File: config.mk
export PLATFORM = sky130hd
export DESIGN_NAME = spot_locator
export DESIGN_NICKNAME = d
export VERILOG_FILES = /design/src/rtl/spot_pkg.sv /design/src/rtl/seq_divider.sv /design/src/rtl/spot_locator.sv
export SDC_FILE = /design/constraint.sdc
export NUM_CORES = 1
export LEC_CHECK = 0
export ABC_AREA = 1
export CAP_MARGIN = 10
export CORE_MARGIN = 5
export CORE_UTILIZATION = 38
export CTS_BUF_LIST = sky130_fd_sc_hd__clkbuf_16
export DETAILED_ROUTE_END_ITERATION = 8
export GPL_ROUTABILITY_DRIVEN = 0
export GPL_TIMING_DRIVEN = 0
export PLACE_DENSITY_LB_ADDON = 0.15
export REMOVE_ABC_BUFFERS = 1
export SLEW_MARGIN = 0
export SYNTH_ARGS = -nofsm -noshare
export SYNTH_HDL_FRONTEND = slang
export SYNTH_SLANG_ARGS = --single-unit
export TNS_END_PERCENT = 50
File: constraint.sdc
create_clock -name clk -period 2.6 [get_ports clk]
set_input_delay 0.26 -clock clk [delete_from_list [all_inputs] [get_ports clk]]
set_output_delay 0.26 -clock clk [all_outputs]
set_load 0.02 [all_outputs]
File: src/rtl/spot_pkg.sv
// Shared types and widths for the spot locator: FSM encoding, accumulator widths,
// per-half accumulator payload and quotient saturation helper.
package spot_pkg;

   localparam int unsigned X_W    = 11;
   localparam int unsigned GRAY_W = 8;
   localparam int unsigned SUM_W  = 32;
   localparam int unsigned CNT_W  = 20;
   localparam int unsigned AVG_W  = 16;

   typedef enum logic [1:0] {
      IDLE = 2'd0,
      DIV1 = 2'd1,
      DIV2 = 2'd2,
      DONE = 2'd3
   } spot_state_e;

   typedef struct packed {
      logic [SUM_W-1:0] y_sum;
      logic [CNT_W-1:0] count;
      logic [X_W-1:0]   peak_x;
   } half_acc_t;

   // Clamp a full-width quotient into the published average width.
   function automatic logic [AVG_W-1:0] sat_avg(input logic [SUM_W-1:0] q);
      return (|q[SUM_W-1:AVG_W]) ? '1 : q[AVG_W-1:0];
   endfunction

endpackage

File: src/rtl/seq_divider.sv
// Unsigned restoring divider: one quotient bit per cycle, zero divisor returns 0 after one cycle.
module seq_divider
   import spot_pkg::*;
(
   input  logic             clk,
   input  logic             rst,
   input  logic             start,
   input  logic [SUM_W-1:0] dividend,
   input  logic [CNT_W-1:0] divisor,
   output logic             busy,
   output logic             done,
   output logic [SUM_W-1:0] quotient
);

   localparam int unsigned STEP_W = $clog2(SUM_W + 1);

   logic [CNT_W-1:0]  rem_q;
   logic [CNT_W-1:0]  dvsr_q;
   logic [STEP_W-1:0] steps_q;
   logic [CNT_W:0]    shifted_c;
   logic [CNT_W:0]    trial_c;
   logic              borrow_c;

   // Remainder stays below the divisor, so bit CNT_W of the trial is the borrow.
   always_comb begin
      shifted_c = {rem_q, quotient[SUM_W-1]};
      trial_c   = shifted_c - {1'b0, dvsr_q};
      borrow_c  = trial_c[CNT_W];
   end

   always_ff @(posedge clk) begin
      if (rst) begin
         rem_q    <= '0;
         dvsr_q   <= '0;
         steps_q  <= '0;
         quotient <= '0;
         busy     <= 1'b0;
         done     <= 1'b0;
      end else begin
         done <= 1'b0;
         if (start && !busy) begin
            rem_q  <= '0;
            dvsr_q <= divisor;
            if (divisor == '0) begin
               quotient <= '0;
               done     <= 1'b1;
            end else begin
               quotient <= dividend;
               steps_q  <= STEP_W'(SUM_W);
               busy     <= 1'b1;
            end
         end else if (busy) begin
            rem_q    <= borrow_c ? shifted_c[CNT_W-1:0] : trial_c[CNT_W-1:0];
            quotient <= {quotient[SUM_W-2:0], ~borrow_c};
            steps_q  <= steps_q - 1'b1;
            if (steps_q == STEP_W'(1)) begin
               busy <= 1'b0;
               done <= 1'b1;
            end
         end
      end
   end

endmodule

File: src/rtl/spot_locator.sv
// Locates the brightest column and mean bright row in the left and right image halves,
// publishing one result set per completed frame.
module spot_locator
   import spot_pkg::*;
#(
   parameter logic [X_W-1:0]    IMG_HDISP     = 11'd1280,
   parameter logic [X_W-1:0]    IMG_VDISP     = 11'd720,
   parameter logic [GRAY_W-1:0] BRIGHT_THRESH = 8'd200
) (
   input  logic              clk,
   input  logic              rst,
   input  logic              per_frame_vsync,
   input  logic              per_frame_href,
   input  logic              per_frame_clken,
   input  logic [GRAY_W-1:0] per_img_gray,
   output logic [X_W-1:0]    max_x_1,
   output logic [X_W-1:0]    max_x_2,
   output logic [AVG_W-1:0]  y_avg_1,
   output logic [AVG_W-1:0]  y_avg_2,
   output logic              spot1_valid,
   output logic              spot2_valid,
   output logic              result_valid
);

   localparam logic [X_W-1:0] X_LAST = IMG_HDISP - 1'b1;
   localparam logic [X_W-1:0] Y_LAST = IMG_VDISP - 1'b1;
   localparam logic [X_W-1:0] HALF_X = IMG_HDISP >> 1;

   logic              vsync_d_q, rise_q, frame_seen_q;
   logic              rise_c, fall_c, accept_c, bright_c, half2_c, launch_c;
   logic [X_W-1:0]    x_cnt_q, y_cnt_q, cur_x_c, cur_y_c;
   logic [1:0]        hit_c;
   half_acc_t         acc_q [2];
   logic [GRAY_W-1:0] peak_q [2];
   logic [SUM_W:0]    sum_ext_c [2];
   half_acc_t         snap2_q;
   logic [X_W-1:0]    snap_x1_q;
   logic              snap_v1_q;
   logic [AVG_W-1:0]  avg1_q, avg2_q;
   spot_state_e       state_q, state_d;
   logic              div_start_c, div_busy, div_done, cap1_c, cap2_c, publish_c;
   logic [SUM_W-1:0]  div_dividend_c, div_q;
   logic [CNT_W-1:0]  div_divisor_c;

   // A falling vsync restarts the raster at this very pixel, so coordinates are muxed.
   always_comb begin
      rise_c    = per_frame_vsync & ~vsync_d_q;
      fall_c    = ~per_frame_vsync & vsync_d_q;
      accept_c  = per_frame_clken & per_frame_href & ~per_frame_vsync;
      bright_c  = per_img_gray >= BRIGHT_THRESH;
      cur_x_c   = fall_c ? '0 : x_cnt_q;
      cur_y_c   = fall_c ? '0 : y_cnt_q;
      half2_c   = cur_x_c >= HALF_X;
      hit_c[0]  = accept_c & ~half2_c;
      hit_c[1]  = accept_c & half2_c;
      launch_c  = rise_q && frame_seen_q && (state_q == IDLE) && !div_busy;
      for (int h = 0; h < 2; h++) begin
         sum_ext_c[h] = {1'b0, acc_q[h].y_sum} + (SUM_W+1)'(cur_y_c);
      end
   end

   // frame_seen gates launches so a reset inside blanking cannot fake a frame end.
   always_ff @(posedge clk) begin
      if (rst) begin
         vsync_d_q    <= 1'b0;
         rise_q       <= 1'b0;
         frame_seen_q <= 1'b0;
      end else begin
         vsync_d_q <= per_frame_vsync;
         rise_q    <= rise_c;
         if (fall_c)
            frame_seen_q <= 1'b1;
         else if (rise_q)
            frame_seen_q <= 1'b0;
      end
   end

   always_ff @(posedge clk) begin
      if (rst) begin
         x_cnt_q <= '0;
         y_cnt_q <= '0;
      end else if (accept_c) begin
         if (cur_x_c == X_LAST) begin
            x_cnt_q <= '0;
            y_cnt_q <= (cur_y_c == Y_LAST) ? '0 : cur_y_c + 1'b1;
         end else begin
            x_cnt_q <= cur_x_c + 1'b1;
            y_cnt_q <= cur_y_c;
         end
      end else if (fall_c) begin
         x_cnt_q <= '0;
         y_cnt_q <= '0;
      end
   end

   // Live per-half accumulators; cleared on every frame end whether or not it launches.
   always_ff @(posedge clk) begin
      for (int h = 0; h < 2; h++) begin
         if (rst || rise_q) begin
            acc_q[h]  <= '0;
            peak_q[h] <= '0;
         end else if (hit_c[h]) begin
            if (per_img_gray > peak_q[h]) begin
               peak_q[h]       <= per_img_gray;
               acc_q[h].peak_x <= cur_x_c;
            end
            if (bright_c) begin
               acc_q[h].y_sum <= sum_ext_c[h][SUM_W] ? '1 : sum_ext_c[h][SUM_W-1:0];
               if (!(&acc_q[h].count))
                  acc_q[h].count <= acc_q[h].count + 1'b1;
            end
         end
      end
   end

   // Half 1 goes straight into the divider at launch; the rest is held for later.
   always_ff @(posedge clk) begin
      if (rst) begin
         snap2_q   <= '0;
         snap_x1_q <= '0;
         snap_v1_q <= 1'b0;
      end else if (launch_c) begin
         snap2_q.y_sum  <= acc_q[1].y_sum;
         snap2_q.count  <= acc_q[1].count;
         snap2_q.peak_x <= (|acc_q[1].count) ? acc_q[1].peak_x : '0;
         snap_x1_q      <= (|acc_q[0].count) ? acc_q[0].peak_x : '0;
         snap_v1_q      <= |acc_q[0].count;
      end
   end

   always_ff @(posedge clk) begin
      if (rst)
         state_q <= IDLE;
      else
         state_q <= state_d;
   end

   always_comb begin
      state_d = state_q;
      unique case (state_q)
         IDLE:    if (launch_c) state_d = DIV1;
         DIV1:    if (div_done) state_d = DIV2;
         DIV2:    if (div_done) state_d = DONE;
         DONE:    state_d = IDLE;
         default: state_d = IDLE;
      endcase
   end

   always_comb begin
      div_start_c    = 1'b0;
      div_dividend_c = '0;
      div_divisor_c  = '0;
      cap1_c         = 1'b0;
      cap2_c         = 1'b0;
      publish_c      = 1'b0;
      unique case (state_q)
         IDLE: if (launch_c) begin
            div_start_c    = 1'b1;
            div_dividend_c = acc_q[0].y_sum;
            div_divisor_c  = acc_q[0].count;
         end
         DIV1: if (div_done) begin
            cap1_c         = 1'b1;
            div_start_c    = 1'b1;
            div_dividend_c = snap2_q.y_sum;
            div_divisor_c  = snap2_q.count;
         end
         DIV2:    cap2_c    = div_done;
         DONE:    publish_c = 1'b1;
         default: ;
      endcase
   end

   seq_divider u_div (
      .clk      (clk),
      .rst      (rst),
      .start    (div_start_c),
      .dividend (div_dividend_c),
      .divisor  (div_divisor_c),
      .busy     (div_busy),
      .done     (div_done),
      .quotient (div_q)
   );

   always_ff @(posedge clk) begin
      if (rst) begin
         avg1_q       <= '0;
         avg2_q       <= '0;
         max_x_1      <= '0;
         max_x_2      <= '0;
         y_avg_1      <= '0;
         y_avg_2      <= '0;
         spot1_valid  <= 1'b0;
         spot2_valid  <= 1'b0;
         result_valid <= 1'b0;
      end else begin
         result_valid <= publish_c;
         if (cap1_c) avg1_q <= sat_avg(div_q);
         if (cap2_c) avg2_q <= sat_avg(div_q);
         if (publish_c) begin
            y_avg_1     <= avg1_q;
            y_avg_2     <= avg2_q;
            max_x_1     <= snap_x1_q;
            max_x_2     <= snap2_q.peak_x;
            spot1_valid <= snap_v1_q;
            spot2_valid <= |snap2_q.count;
         end
      end
   end

endmodule

== Yosys cells after proc, flatten, opt, wreduce, memory -nomap -nowiden ==
Memories as Yosys holds them, arrays and structs flattened.
Cells that the tools add are included.

* Register bits: 271
* Latch bits: 0
* Bits in writable memories: 142
* ROM bits: 0
* Bits of input ports: 13
* Output and inout bits: 57
* Logic and storage cells: 167
* Memories: 2

* Add/sub/neg operators: 8
* $mul: 0
* Div/mod/pow operators: 0
* $lt $le $gt $ge: 4
* Eq/ne operators: 10
* Shift-type cells: 0
* Multiplexer cells: 80
* Bitwise logic cells: 18
* Reductions and logical operators: 19

{| class="wikitable"
|+ Memory list
! name !! depth !! width !! read ports !! clocked after memory_dff !! write ports !! RTL line !! text
|-
| acc_q || 2 || 63 || 2 || 0 || 2 || spot_locator.sv:33 || <nowiki>half_acc_t acc_q [2];</nowiki>
|-
| peak_q || 2 || 8 || 2 || 0 || 2 || spot_locator.sv:34 || <nowiki>logic [GRAY_W-1:0] peak_q [2];</nowiki>
|}

{| class="wikitable"
|+ Operator list
! cell !! number
|-
| 32-bit 2-to-1 mux || 9
|-
| 11-bit 2-to-1 mux || 11
|-
| 20-bit 2-to-1 mux || 5
|-
| 32-bit by 11-bit adder with 33-bit output || 2
|-
| 32-bit one-hot mux with 2 select lines || 1
|-
| 20-bit OR reduction || 3
|-
| 1-bit 2-to-1 mux || 42
|-
| 20-bit by 1-bit adder with 20-bit output, second input constant || 2
|-
| 20-bit one-hot mux with 2 select lines || 1
|-
| 20-bit AND reduction || 2
|-
| 11-bit by 1-bit adder with 11-bit output, second input constant || 2
|-
| 21-bit by 20-bit subtractor with 21-bit output || 1
|-
| 20-bit zero test || 1
|-
| 6-bit 2-to-1 mux || 3
|-
| 8-bit greater-than comparator || 2
|-
| 16-bit 2-to-1 mux || 1
|-
| 8-bit 2-to-1 mux || 2
|-
| 16-bit OR reduction || 1
|-
| 11-bit by 10-bit equality test with 1-bit output, second input constant || 1
|-
| 11-bit equality test, second input constant || 1
|-
| 11-bit by 10-bit >= comparator with 1-bit output, second input constant || 1
|-
| 8-bit >= comparator, second input constant || 1
|-
| 1-bit bitwise OR || 8
|-
| 2-bit one-hot mux with 4 select lines || 1
|-
| 18 further kinds || 35
|}

== Depth between registers and ports, before layout ==
Gate-level depths: netlist (run 1).

* Depth in word-level cells: 10
* Depth in mapped cells: 21
* Mapped depth without buffers: 20

== Cells and area by module ==
From an unflattened synthesis (run 1), not the netlist that was laid out.

* Cell total of the unflattened synthesis: 2939
* Area, all modules: 21887.2 µm²

{| class="wikitable"
|+ By module, submodules not included
! module !! instances !! cells an instance !! area each (µm²) !! sequential area each (µm²)
|-
| spot_locator || 1 || 2211 || 17128.9 || 8087.8
|-
| seq_divider || 1 || 728 || 4758.3 || 1601.5
|}

== Worst setup path before layout (run 1) ==
Ideal clock, no wire load.

* Path kind: reg2reg
* Start: register vsync_d_q
* End: memory acc_q[1][60] (netlist name) (data pin)
* Setup time: 0.250 ns
* Arrival: 2.276 ns
* Required time: 2.350 ns
* Path slack: 0.073 ns
* Cell stages (with the launch flop): 18
* Path buffers: 2
* Period minus slack after synthesis: 2.527 ns
* Path through: dfxtp_1 -> nand2_8 -> buf_8 -> buf_8 -> nand2_1 -> inv_1 -> ha_1 -> nand2_1 -> nor2_1 -> inv_1 -> nor3_1 -> nand2_1 -> nand2_1 -> nand2_1 -> nand2_1 -> nand3_1 -> nand2_1 -> inv_1

{| class="wikitable"
|+ RTL lines
! what !! RTL line !! text
|-
| start: declaration || spot_locator.sv:29 || <nowiki>logic vsync_d_q, rise_q, frame_seen_q;</nowiki>
|-
| start signal: assignment || spot_locator.sv:69 || <nowiki>vsync_d_q <= per_frame_vsync;</nowiki>
|-
| end: declaration || spot_locator.sv:33 ||
|}

==> results.sh, run 1 <==
export IMPL_outcome="finished clean"
export IMPL_synthFlopType="dfxtp_1"
export IMPL_dr_first_iter_drc_count=1311
export IMPL_type_of_element_capturing_the_critical_path="flip-flop"
export IMPL_place_inst=3655
export IMPL_synth_area_top_cells="dfxtp_1, edfxtp_1, nand2_1, inv_1, a21oi_1"
export IMPL_synth_edff_count=142
export IMPL_grt_first_pass_wirelength_um=98330
export IMPL_cts_reportedPaths_clkPinSlew_ns=0.06
export IMPL_die_w_um=249.9
export IMPL_synthMostInstantiatedCell="nand2_1"
export IMPL_synth_largest_type_area_fraction=0.2481
export IMPL_crit_path_cell_chain="nand2_8, nand2_4, clkinvlp_4, ha_4, nand2_1, nor2_2, inv_1, nor2_4, nand2_4, nand3_4, buf_4, xor2_1, a21oi_2"
export IMPL_worst_setup_path_start_kind="flip-flop"
export IMPL_num_vias=19520
export IMPL_holdBufCountCts=0
export IMPL_maximum_number_of_pins_on_one_net_before_global_route_repair=96
export IMPL_dp_hpwl_um=41450
export IMPL_logic_pwr_share=0.141
export IMPL_synthesis_instances=2927
export IMPL_postSynthAreaPerCell_um2=7.470
export IMPL_worst_r2r_setup_slack_ns=0.08
export IMPL_share_of_synthesized_registers_carrying_an_async_set_or_reset=0
export IMPL_overflow=0
export IMPL_htreeDepth=2
export IMPL_synthDistinctLibCells=55
export IMPL_yosys_area_top_type="dfxtp_1"
export IMPL_min_period_over_period=0.9706
export IMPL_clock_fmax_mhz=396.3
export IMPL_worst_setup_path_type="flip-flop to flip-flop"
export IMPL_drt_total_wl_um=61800
export IMPL_clk_latency_ns=0.59
export IMPL_first_pass_iters=5
export IMPL_hold_viol=0
export IMPL_worst_ep_required_time_ns=2.93
export IMPL_antenna_found_initial=0
export IMPL_max_vdd_ir_drop_uv=446.4
export IMPL_cts_buffer_depth=3
export IMPL_buf_inv_on_cp=3
export IMPL_net_switching_power_mw=4.435
export IMPL_route_detailed_vias_per_inst=5.142
export IMPL_area_taken_by_multi_input_logic_gates_um2=10770
export IMPL_report_final_slew_viol_count=0
export IMPL_postRouteAntennaNets=0
export IMPL_clockRootBuffer="clkbuf_16"
export IMPL_drt_drc_violations_left=0
export IMPL_power_report_internal_total_mw=11.38
export IMPL_post_route_setup_tns_ns=0
export IMPL_critPathMaxStageDelay_ns=0.38
export IMPL_cts_sinks=413
export IMPL_syn2layout_area_growth_pct=18.84
export IMPL_power_share_switching=0.2805
export IMPL_fin_worst_skew_ns=0.02496
export IMPL_antenna_diode_count=0
export IMPL_maxCapViolations=0
export IMPL_layoutNonFillerInstCount=3796
export IMPL_layout_drive_gt1_share=0.1072
export IMPL_coreArea_um2=57370
export IMPL_setup_viol_count_final=0
export IMPL_p_clk_frac=0.408
export IMPL_final_net_count=3068
export IMPL_first_global_vias=18323
export IMPL_seqCellArea_um2=9699
export IMPL_post_route_min_period_ns=2.524
export IMPL_power_frac_seq=0.450
export IMPL_worst_slew_margin_relative_to_its_limit=0.4095
export IMPL_synth_area_um2=21860
export IMPL_grtUsageTotal=0.1889
export IMPL_critPathSlowestCell="dfxtp_4"
export IMPL_cts_made_buffers=46
export IMPL_critPathTopFamily="simple AND/OR/NAND/NOR gates"
export IMPL_synth_seq_area_share=0.4431
export IMPL_fillers=5679
export IMPL_clock_tree_from_tritoncts="done"
export IMPL_worstHoldPathType="input port to flip-flop"
export IMPL_die_height_um=249.9
export IMPL_p_per_area_nw_per_um2=608.6
export IMPL_start_util=0.3812
export IMPL_crit_top_cell="nand2_4"
export IMPL_synth_cells_most_frequent="nand2_1, inv_1, nor2_1"
export IMPL_totalPowerFinal_mw=15.81
export IMPL_wl_per_cell_um=16.28
export IMPL_die_area_um2=62440
export IMPL_port_buffers=69
export IMPL_row_count=88
export IMPL_postSynthRegisterBits=413
export IMPL_cp_max_fo=7
export IMPL_p_leak_nw=10.64
export IMPL_grt_setup_unrepaired="true"
export IMPL_tightest_slew_ns=0.8831
export IMPL_cp_data_arrival_time_ns=2.86
export IMPL_yosysWarnings=0
export IMPL_floorplan_io_pins=70
metal layers:
layer | routed length (um) | global-route usage
met2 | 27490 | 0.2980
met4 | 1056 | 0.03763
met3 | 3321 | 0.02845
met5 | 0 | 0
met1 | 29930 | 0.2769
layout make-up:
cell class,count,area share
clock inverters,35,0.008619
well taps,765,0.03684
flip-flops and latches,413,0.3733
repair buffers,120,0.05249
multi-input cells,1984,0.4145
inverters,423,0.06366
clock buffers,51,0.04912
repair inverters,5,0.001493
flip-flops by register name, indices dropped and copies added (netlist names), 2 cells and up:
name and count:
acc_q 126, avg1_q 16, avg2_q 16, max_x_1 11
max_x_2 11, peak_q 16, snap2_q 63, snap_x1_q 11
state_q 2, u_div.dvsr_q 20, u_div.quotient 32, u_div.rem_q 20
u_div.steps_q 6, x_cnt_q 11, y_avg_1 16, y_avg_2 16
y_cnt_q 11
cell usage in the layout (no fill, tap or decap), types with 47 or more instances in the layout:
cell	count
nand2_1	518
inv_1	404
nor2_1	316
dfxtp_1	267
a21oi_1	256
o21ai_0	210
nand3_1	164
edfxtp_1	142
clkdlybuf4s50_1	68
nor3_1	63
o22ai_1	55
clkbuf_16	51
ha_1	47
logic make-up (layout without fill, tap and decap cells):
kind of cell | Yosys count | after routing | share of synthesized area
compound gates | 587 | 587 | 0.1433
xor+xnor | 60 | 60 | 0.02403
fa+ha+maj | 62 | 62 | 0.03582
buf+inv | 539 | 634 | 0.09705
flops | 413 | 413 | 0.4431
other cells | 1 | 1 | 0.0001715
simple gates | 1265 | 1274 | 0.2565
per-stage QoR:
stage / hold WS [ns] / utilization / instance area (um^2) / setup WS (ns)
6_report: 0.04087 / 0.4530 / 25980 / 0.07639
5_1_grt: 0.02144 / 0.4530 / 25980 / -0.02987
4_1_cts: 0.01312 / 0.4423 / 25370 / -0.01948
3_5_place_dp: 0.4437 / 0.4048 / 23220 / -2.015
3_3_place_gp: 0.4345 / 0.4006 / 22980 / -6.614
2_1_floorplan: 0.3291 / - / 21330 / -2.596
power by group through the flow:
stage               Clock, mW  Sequential (mW)  Combinational [mW]
floorplan                   0             7.27                1.30
global placement            0             7.25                1.96
detailed placement          0             7.26                1.99
CTS                      6.64             7.12                2.16
global route             6.90             7.15                2.50
finish                   6.46             7.12                2.23
repair_timing:
item / CTS / global route
gates resized for setup: 73 / 96
endpoints found under the setup margin: 337 / 252
pin swaps: 8 / 10
hold endpoints to repair: 0 / 0
gates cloned: 16 / 2
setup buffers: 14 / 22
final timing paths:
check,startpoint,to,cells past startpoint
min reg2reg,snap2_q[41]$_SDFFE_PP0N_,snap2_q[41]$_SDFFE_PP0N_,2
max,vsync_d_q$_SDFF_PP0_,acc_q[0][43]$_SDFFCE_PN0P_,13
min,rst,result_valid$_SDFF_PP0_,2
max reg2reg,vsync_d_q$_SDFF_PP0_,acc_q[0][43]$_SDFFCE_PN0P_,13
worst register-to-register path, stage by stage (launching register included):
cell,delay [ns]
dfxtp_4,0.38
nand2_8,0.08
nand2_4,0.08
clkinvlp_4,0.22
ha_4,0.37
nand2_1,0.09
nor2_2,0.16
inv_1,0.10
nor2_4,0.14
nand2_4,0.08
nand3_4,0.18
buf_4,0.15
xor2_1,0.16
a21oi_2,0.07
Power figures use the tool's default switching activity.
==> run 2, diff against run 1 <==
CAP_MARGIN = 20   (was 10)
REMOVE_ABC_BUFFERS = not set   (was 1)
==> run 2 against run 1 <==
Effect of this change: core utilization shrank 0.19 points; non-clock buffer count grew 101; critical path depth grew 2; hold slack gained 0.052 ns; die area is the same; flip-flop and latch count is the same; clock power grew 2%; critical endpoint is now acc_q[0][58]$_SDFFCE_PN0P_.
==> results.sh, run 2 (synthesis results as in run 1) <==
export IMPL_outcome="finished clean"
export IMPL_critical_path_endpoint="acc_q[0][58]$_SDFFCE_PN0P_"
export IMPL_dr_wl_met3_um=3165
export IMPL_dp_hpwl_um=49710
export IMPL_die_height_um=249.9
export IMPL_type_of_element_capturing_the_critical_path="flip-flop"
export IMPL_worst_slew_margin_relative_to_its_limit=0.2478
export IMPL_reg2reg_from="vsync_d_q$_SDFF_PP0_"
export IMPL_clk_latency_ns=0.60
export IMPL_worst_ep_required_time_ns=2.95
export IMPL_wl_met1_um=30030
export IMPL_min_period_over_period=0.9689
export IMPL_cts_reportedPaths_clkPinSlew_ns=0.06
export IMPL_row_count=88
export IMPL_critical_path_startpoint="vsync_d_q$_SDFF_PP0_"
export IMPL_dr_first_iter_drc_count=1493
export IMPL_wl_per_cell_um=16.92
export IMPL_worst_r2r_setup_slack_ns=0.08
export IMPL_route_met2_wl_um=31310
export IMPL_highest_signal_layer="met4"
export IMPL_start_util=0.3812
export IMPL_htreeDepth=2
export IMPL_die_w_um=249.9
export IMPL_maximum_number_of_pins_on_one_net_before_global_route_repair=33
export IMPL_tightest_slew_ns=1.128
export IMPL_holdBufCountCts=0
export IMPL_hold_viol=0
export IMPL_cts_sinks=413
export IMPL_grtUsageTotal=0.2014
export IMPL_drt_total_wl_um=65760
export IMPL_largest_registers="acc_q: 126 flops, snap2_q: 63 flops, u_div.quotient: 32 flops"
export IMPL_layout_drive_gt1_share=0.09769
export IMPL_largest_reg_flops=126
export IMPL_layout_cells_most_common="nand2_1"
export IMPL_antenna_found_initial=1
export IMPL_worst_r2r_cell_count=15
export IMPL_first_pass_iters=6
export IMPL_report_final_slew_viol_count=0
export IMPL_clock_fmax_mhz=396.9
export IMPL_port_buffers=68
export IMPL_hold_worst_slack_ns=0.09244
export IMPL_worst_setup_path_start_kind="flip-flop"
export IMPL_route_detailed_vias_per_inst=5.123
export IMPL_maxCapViolations=0
export IMPL_die_area_um2=62440
export IMPL_fillers=5804
export IMPL_post_synthesis_net_count=3002
export IMPL_max_flop_register="acc_q"
export IMPL_place_inst=3760
export IMPL_floorplan_io_pins=70
export IMPL_cts_buffer_depth=3
export IMPL_cp_max_fo=10
export IMPL_totalPowerFinal_mw=15.90
export IMPL_num_vias=19912
export IMPL_max_vdd_ir_drop_uv=464.6
export IMPL_worstHoldPathType="input port to flip-flop"
export IMPL_setup_viol_count_final=0
export IMPL_grt_first_pass_wirelength_um=103000
export IMPL_timing_final_ws_setup_ns=0.08073
export IMPL_post_route_min_period_ns=2.519
export IMPL_overflow=0
export IMPL_p_per_area_nw_per_um2=614.2
export IMPL_cts_made_buffers=49
export IMPL_syn2layout_area_growth_pct=18.35
export IMPL_layoutNonFillerInstCount=3887
export IMPL_coreArea_um2=57370
export IMPL_holdPathStages=3
export IMPL_seqCellArea_um2=9696
export IMPL_clockRootBuffer="clkbuf_16"
export IMPL_postRouteAntennaNets=0
export IMPL_fin_worst_skew_ns=0.01994
export IMPL_cp_data_arrival_time_ns=2.87
export IMPL_drt_drc_violations_left=0
export IMPL_first_global_vias=19131
export IMPL_final_cell_mix="nand2_1, inv_1, nor2_1"
export IMPL_clock_tree_from_tritoncts="done"
export IMPL_final_net_count=3158
export IMPL_dpl_worst_slack_ns=-1.116
export IMPL_p_leak_nw=10.71
export IMPL_worst_setup_path_type="flip-flop to flip-flop"
export IMPL_antenna_diode_count=0
export IMPL_timing_rr_end="acc_q[0][58]$_SDFFCE_PN0P_"
export IMPL_area_taken_by_multi_input_logic_gates_um2=10460
export IMPL_grt_setup_unrepaired="true"
-- run 2: repair_timing --
| action | CTS | global route |
|---|---|---|
| resized for setup | 74 | 81 |
| gates cloned | 2 | 1 |
| endpoints found under the setup margin | 325 | 255 |
| setup buffers | 12 | 23 |
| pin swaps | 8 | 14 |
-- run 2: final cells by class --
class	instances	area share
clock inverters	38	0.008897
flip-flops and latches	413	0.3747
plain buffers	115	0.02287
inverters	423	0.06174
multi-input cells	1975	0.4041
clock buffers	52	0.05029
well taps	765	0.03699
repair buffers	106	0.04047
-- run 2: how the worst min path moves through the flow --
| stage | from | end | slack, ns |
|---|---|---|---|
| 2_1_floorplan | per_frame_vsync | vsync_d_q$_SDFF_PP0_ | 0.42 |
| 3_3_place_gp | snap2_q[41]$_SDFFE_PP0N_ | snap2_q[41]$_SDFFE_PP0N_ | 0.44 |
| 3_5_place_dp | snap2_q[41]$_SDFFE_PP0N_ | snap2_q[41]$_SDFFE_PP0N_ | 0.45 |
| 4_1_cts | rst | u_div.quotient[20]$_SDFFE_PP0P_ | 0.33 |
| 5_1_grt | per_frame_vsync | vsync_d_q$_SDFF_PP0_ | 0.12 |
| 6_report | per_frame_vsync | vsync_d_q$_SDFF_PP0_ | 0.09 |
-- run 2: critical path, cell delays in order (launching register included) --
cell	delay (ns)
dfxtp_4	0.37
inv_4	0.06
nor2_4	0.03
buf_4	0.15
nor2_4	0.22
ha_4	0.25
inv_1	0.09
o21bai_1	0.09
o21bai_2	0.21
nand2_1	0.13
nand3_4	0.13
nand3_4	0.19
buf_12	0.17
nand3_1	0.08
nand2_1	0.06
inv_1	0.04
-- run 2: where the power goes --
part	leakage, nW	internal [mW]	switching, mW
clock	0.794	3.72	2.85
combinational	6.22	0.777	1.41
sequential	3.69	6.94	0.190
total	10.7	11.4	4.46
-- run 2: stage by stage --
| step | instance area, um^2 | utilization | TNS [ns] |
|---|---|---|---|
| floorplan | 21860 | - | 0 |
| global placement | 23500 | 0.4097 | -187.78 |
| detailed placement | 23510 | 0.4098 | -167.77 |
| CTS | 25450 | 0.4437 | -0.001716 |
| global route | 25880 | 0.4511 | -1.061 |
| finish | 25880 | 0.4511 | 0 |
-- run 2: per-layer routing --
metal,vias to the layer above,global-route usage
met5,-,0
met4,0,0.04484
met1,9377,0.2733
met3,85,0.02564
met2,504,0.3454
li1,9946,-
==> run 3, diff against run 2 <==
GPL_ROUTABILITY_DRIVEN = not set   (was 0)
==> run 3 against run 2 <==
Effect of this change: cell area up 0.60%; largest power group unchanged; combinational power barely moved; critical endpoint is now max_x_1[6]$_SDFFE_PP0P_; via count fell by 0.51%; highest routed layer unchanged; wire length up 1.8%; setup slack lost 0.018 ns; clock skew increased by 0.0063 ns; critical path depth decreased by 9; core utilization increased by 0.27 points; sequential power is essentially flat; clock power rose by 5.8%; total power rose by 2.5%.
==> results.sh, run 3 (synthesis results as in run 1) <==
export IMPL_antenna_diode_count=0
export IMPL_cts_reportedPaths_clkPinSlew_ns=0.06
export IMPL_die_height_um=249.9
export IMPL_p_leak_nw=10.79
export IMPL_type_of_element_capturing_the_critical_path="flip-flop"
export IMPL_port_buffers=68
export IMPL_setup_viol_count_final=0
export IMPL_postRouteAntennaNets=0
export IMPL_dr_first_iter_drc_count=1305
export IMPL_logic_pwr_share=0.136
export IMPL_largest_reg_flops=126
export IMPL_worst_setup_path_type="flip-flop to flip-flop"
export IMPL_antenna_found_initial=1
export IMPL_timing_rr_end="max_x_1[6]$_SDFFE_PP0P_"
export IMPL_max_vdd_ir_drop_uv=464.7
export IMPL_critical_path_endpoint="max_x_1[6]$_SDFFE_PP0P_"
export IMPL_route_detailed_vias_per_inst=5.086
export IMPL_htreeDepth=2
export IMPL_worst_setup_path_start_kind="flip-flop"
export IMPL_grt_first_pass_wirelength_um=104600
export IMPL_clockRootBuffer="clkbuf_16"
export IMPL_p_clk_frac=0.427
export IMPL_post_synthesis_net_count=3002
export IMPL_hold_viol=0
export IMPL_routabilityCongestion=0.9281
export IMPL_cts_buffer_depth=3
export IMPL_worst_r2r_cell_count=6
export IMPL_clock_fmax_mhz=394.1
export IMPL_start_util=0.3812
export IMPL_report_final_slew_viol_count=0
export IMPL_post_route_min_period_ns=2.538
export IMPL_seqCellArea_um2=9694
export IMPL_fin_util=0.4538
export IMPL_die_w_um=249.9
export IMPL_syn2layout_area_growth_pct=19.06
export IMPL_maxCapViolations=0
export IMPL_hold_worst_slack_ns=0.3447
export IMPL_first_global_vias=19042
export IMPL_net_switching_power_mw=4.522
export IMPL_die_area_um2=62440
export IMPL_grt_setup_unrepaired="true"
export IMPL_power_share_switching=0.2776
export IMPL_power_report_internal_total_mw=11.77
export IMPL_cp_data_arrival_time_ns=3.07
export IMPL_worst_r2r_setup_slack_ns=0.06
export IMPL_area_taken_by_multi_input_logic_gates_um2=10500
export IMPL_wl_per_cell_um=17.19
export IMPL_drt_drc_violations_left=0
export IMPL_critical_path_startpoint="state_q[0]$_SDFFE_PP0P_"
export IMPL_drt_total_wl_um=66940
export IMPL_reg2reg_from="state_q[0]$_SDFFE_PP0P_"
export IMPL_layout_cells_most_common="nand2_1"
export IMPL_power_frac_seq=0.437
export IMPL_largest_registers="acc_q: 126 flops, snap2_q: 63 flops, u_div.quotient: 32 flops"
export IMPL_outcome="finished clean"
export IMPL_p_per_area_nw_per_um2=625.9
export IMPL_maximum_number_of_pins_on_one_net_before_global_route_repair=33
export IMPL_final_net_count=3165
export IMPL_clk_latency_ns=0.60
export IMPL_cp_max_fo=12
export IMPL_min_period_over_period=0.9760
export IMPL_worst_slew_margin_relative_to_its_limit=0.2435
export IMPL_row_count=88
export IMPL_cts_made_buffers=49
export IMPL_max_flop_register="acc_q"
export IMPL_tightest_slew_ns=1.135
export IMPL_worst_ep_required_time_ns=3.14
export IMPL_floorplan_io_pins=70
export IMPL_dp_hpwl_um=50920
export IMPL_fin_worst_skew_ns=0.02625
export IMPL_coreArea_um2=57370
export IMPL_clock_tree_from_tritoncts="done"
export IMPL_cts_sinks=413
export IMPL_grtUsageTotal=0.2060
export IMPL_worstHoldPathType="input port to flip-flop"
export IMPL_first_pass_iters=5
export IMPL_num_vias=19811
export IMPL_layout_drive_gt1_share=0.1058
export IMPL_final_cell_mix="nand2_1, inv_1, nor2_1"
export IMPL_fillers=5759
export IMPL_overflow=0
## run 3: cell type report
cell class                      instances  area share
Clock buffer                           54     0.05191
Clock inverter                         37     0.01096
Multi-Input combinational cell       1975      0.4033
Timing Repair Buffer                  114     0.04105
Buffer                                114     0.02201
Sequential cell                       413      0.3724
Tap cell                              765     0.03677
Inverter                              423     0.06157
## run 3: worst max-delay path: stages (launching register included)
cell	delay (ns)
dfxtp_2	0.33
ha_1	0.48
inv_1	0.32
buf_1	0.68
clkbuf_1	0.44
nor2_1	0.10
nor2_1	0.11
## run 3: timing repair
item	in CTS	in global routing
resized for setup	77	83
hold buffers	0	0
pin swaps	12	16
cloned	1	2
setup endpoints to repair	311	339
buffers inserted	13	30
## run 3: power groups by stage
stage | logic [mW] | clock network, mW | registers (mW)
final | 2.21 | 6.96 | 7.13
after global routing | 2.46 | 7.35 | 7.15
after CTS | 2.13 | 7.09 | 7.12
after detailed placement | 2.08 | 0 | 7.26
after global placement | 2.06 | 0 | 7.25
after floorplan | 1.35 | 0 | 7.27
## run 3: worst min-delay path by stage
stage / startpoint / end / slack, ns / cells after the start
2_1_floorplan: per_frame_vsync / vsync_d_q$_SDFF_PP0_ / 0.42 / 2
3_3_place_gp: snap2_q[41]$_SDFFE_PP0N_ / snap2_q[41]$_SDFFE_PP0N_ / 0.44 / 2
3_5_place_dp: frame_seen_q$_SDFFE_PP0P_ / frame_seen_q$_SDFFE_PP0P_ / 0.45 / 2
4_1_cts: rst / u_div.quotient[20]$_SDFFE_PP0P_ / 0.31 / 3
5_1_grt: rst / u_div.quotient[23]$_SDFFE_PP0P_ / 0.37 / 3
6_report: rst / u_div.quotient[20]$_SDFFE_PP0P_ / 0.34 / 3
## run 3: through the flow
step / total power [mW] / setup WS (ns) / setup TNS [ns] / cell area (um^2) / instances
2_1_floorplan: 8.622 / 0.07340 / 0 / 21860 / 2927
3_3_place_gp: 9.313 / -1.043 / -200.66 / 23500 / 3760
3_5_place_dp: 9.334 / -1.060 / -176.48 / 23510 / 3760
4_1_cts: 16.35 / -0.007371 / -0.007508 / 25500 / 3863
5_1_grt: 16.97 / -0.1218 / -2.235 / 26030 / 3895
6_report: 16.29 / 0.06243 / 0 / 26030 / 3895
## run 3: per-layer routing
layer,vias up,track usage,part of all wire
li1,9954,-,-
met4,0,0.05064,0.023
met5,-,0,0
met2,468,0.3534,0.48
met1,9294,0.2751,0.45
met3,95,0.02939,0.052
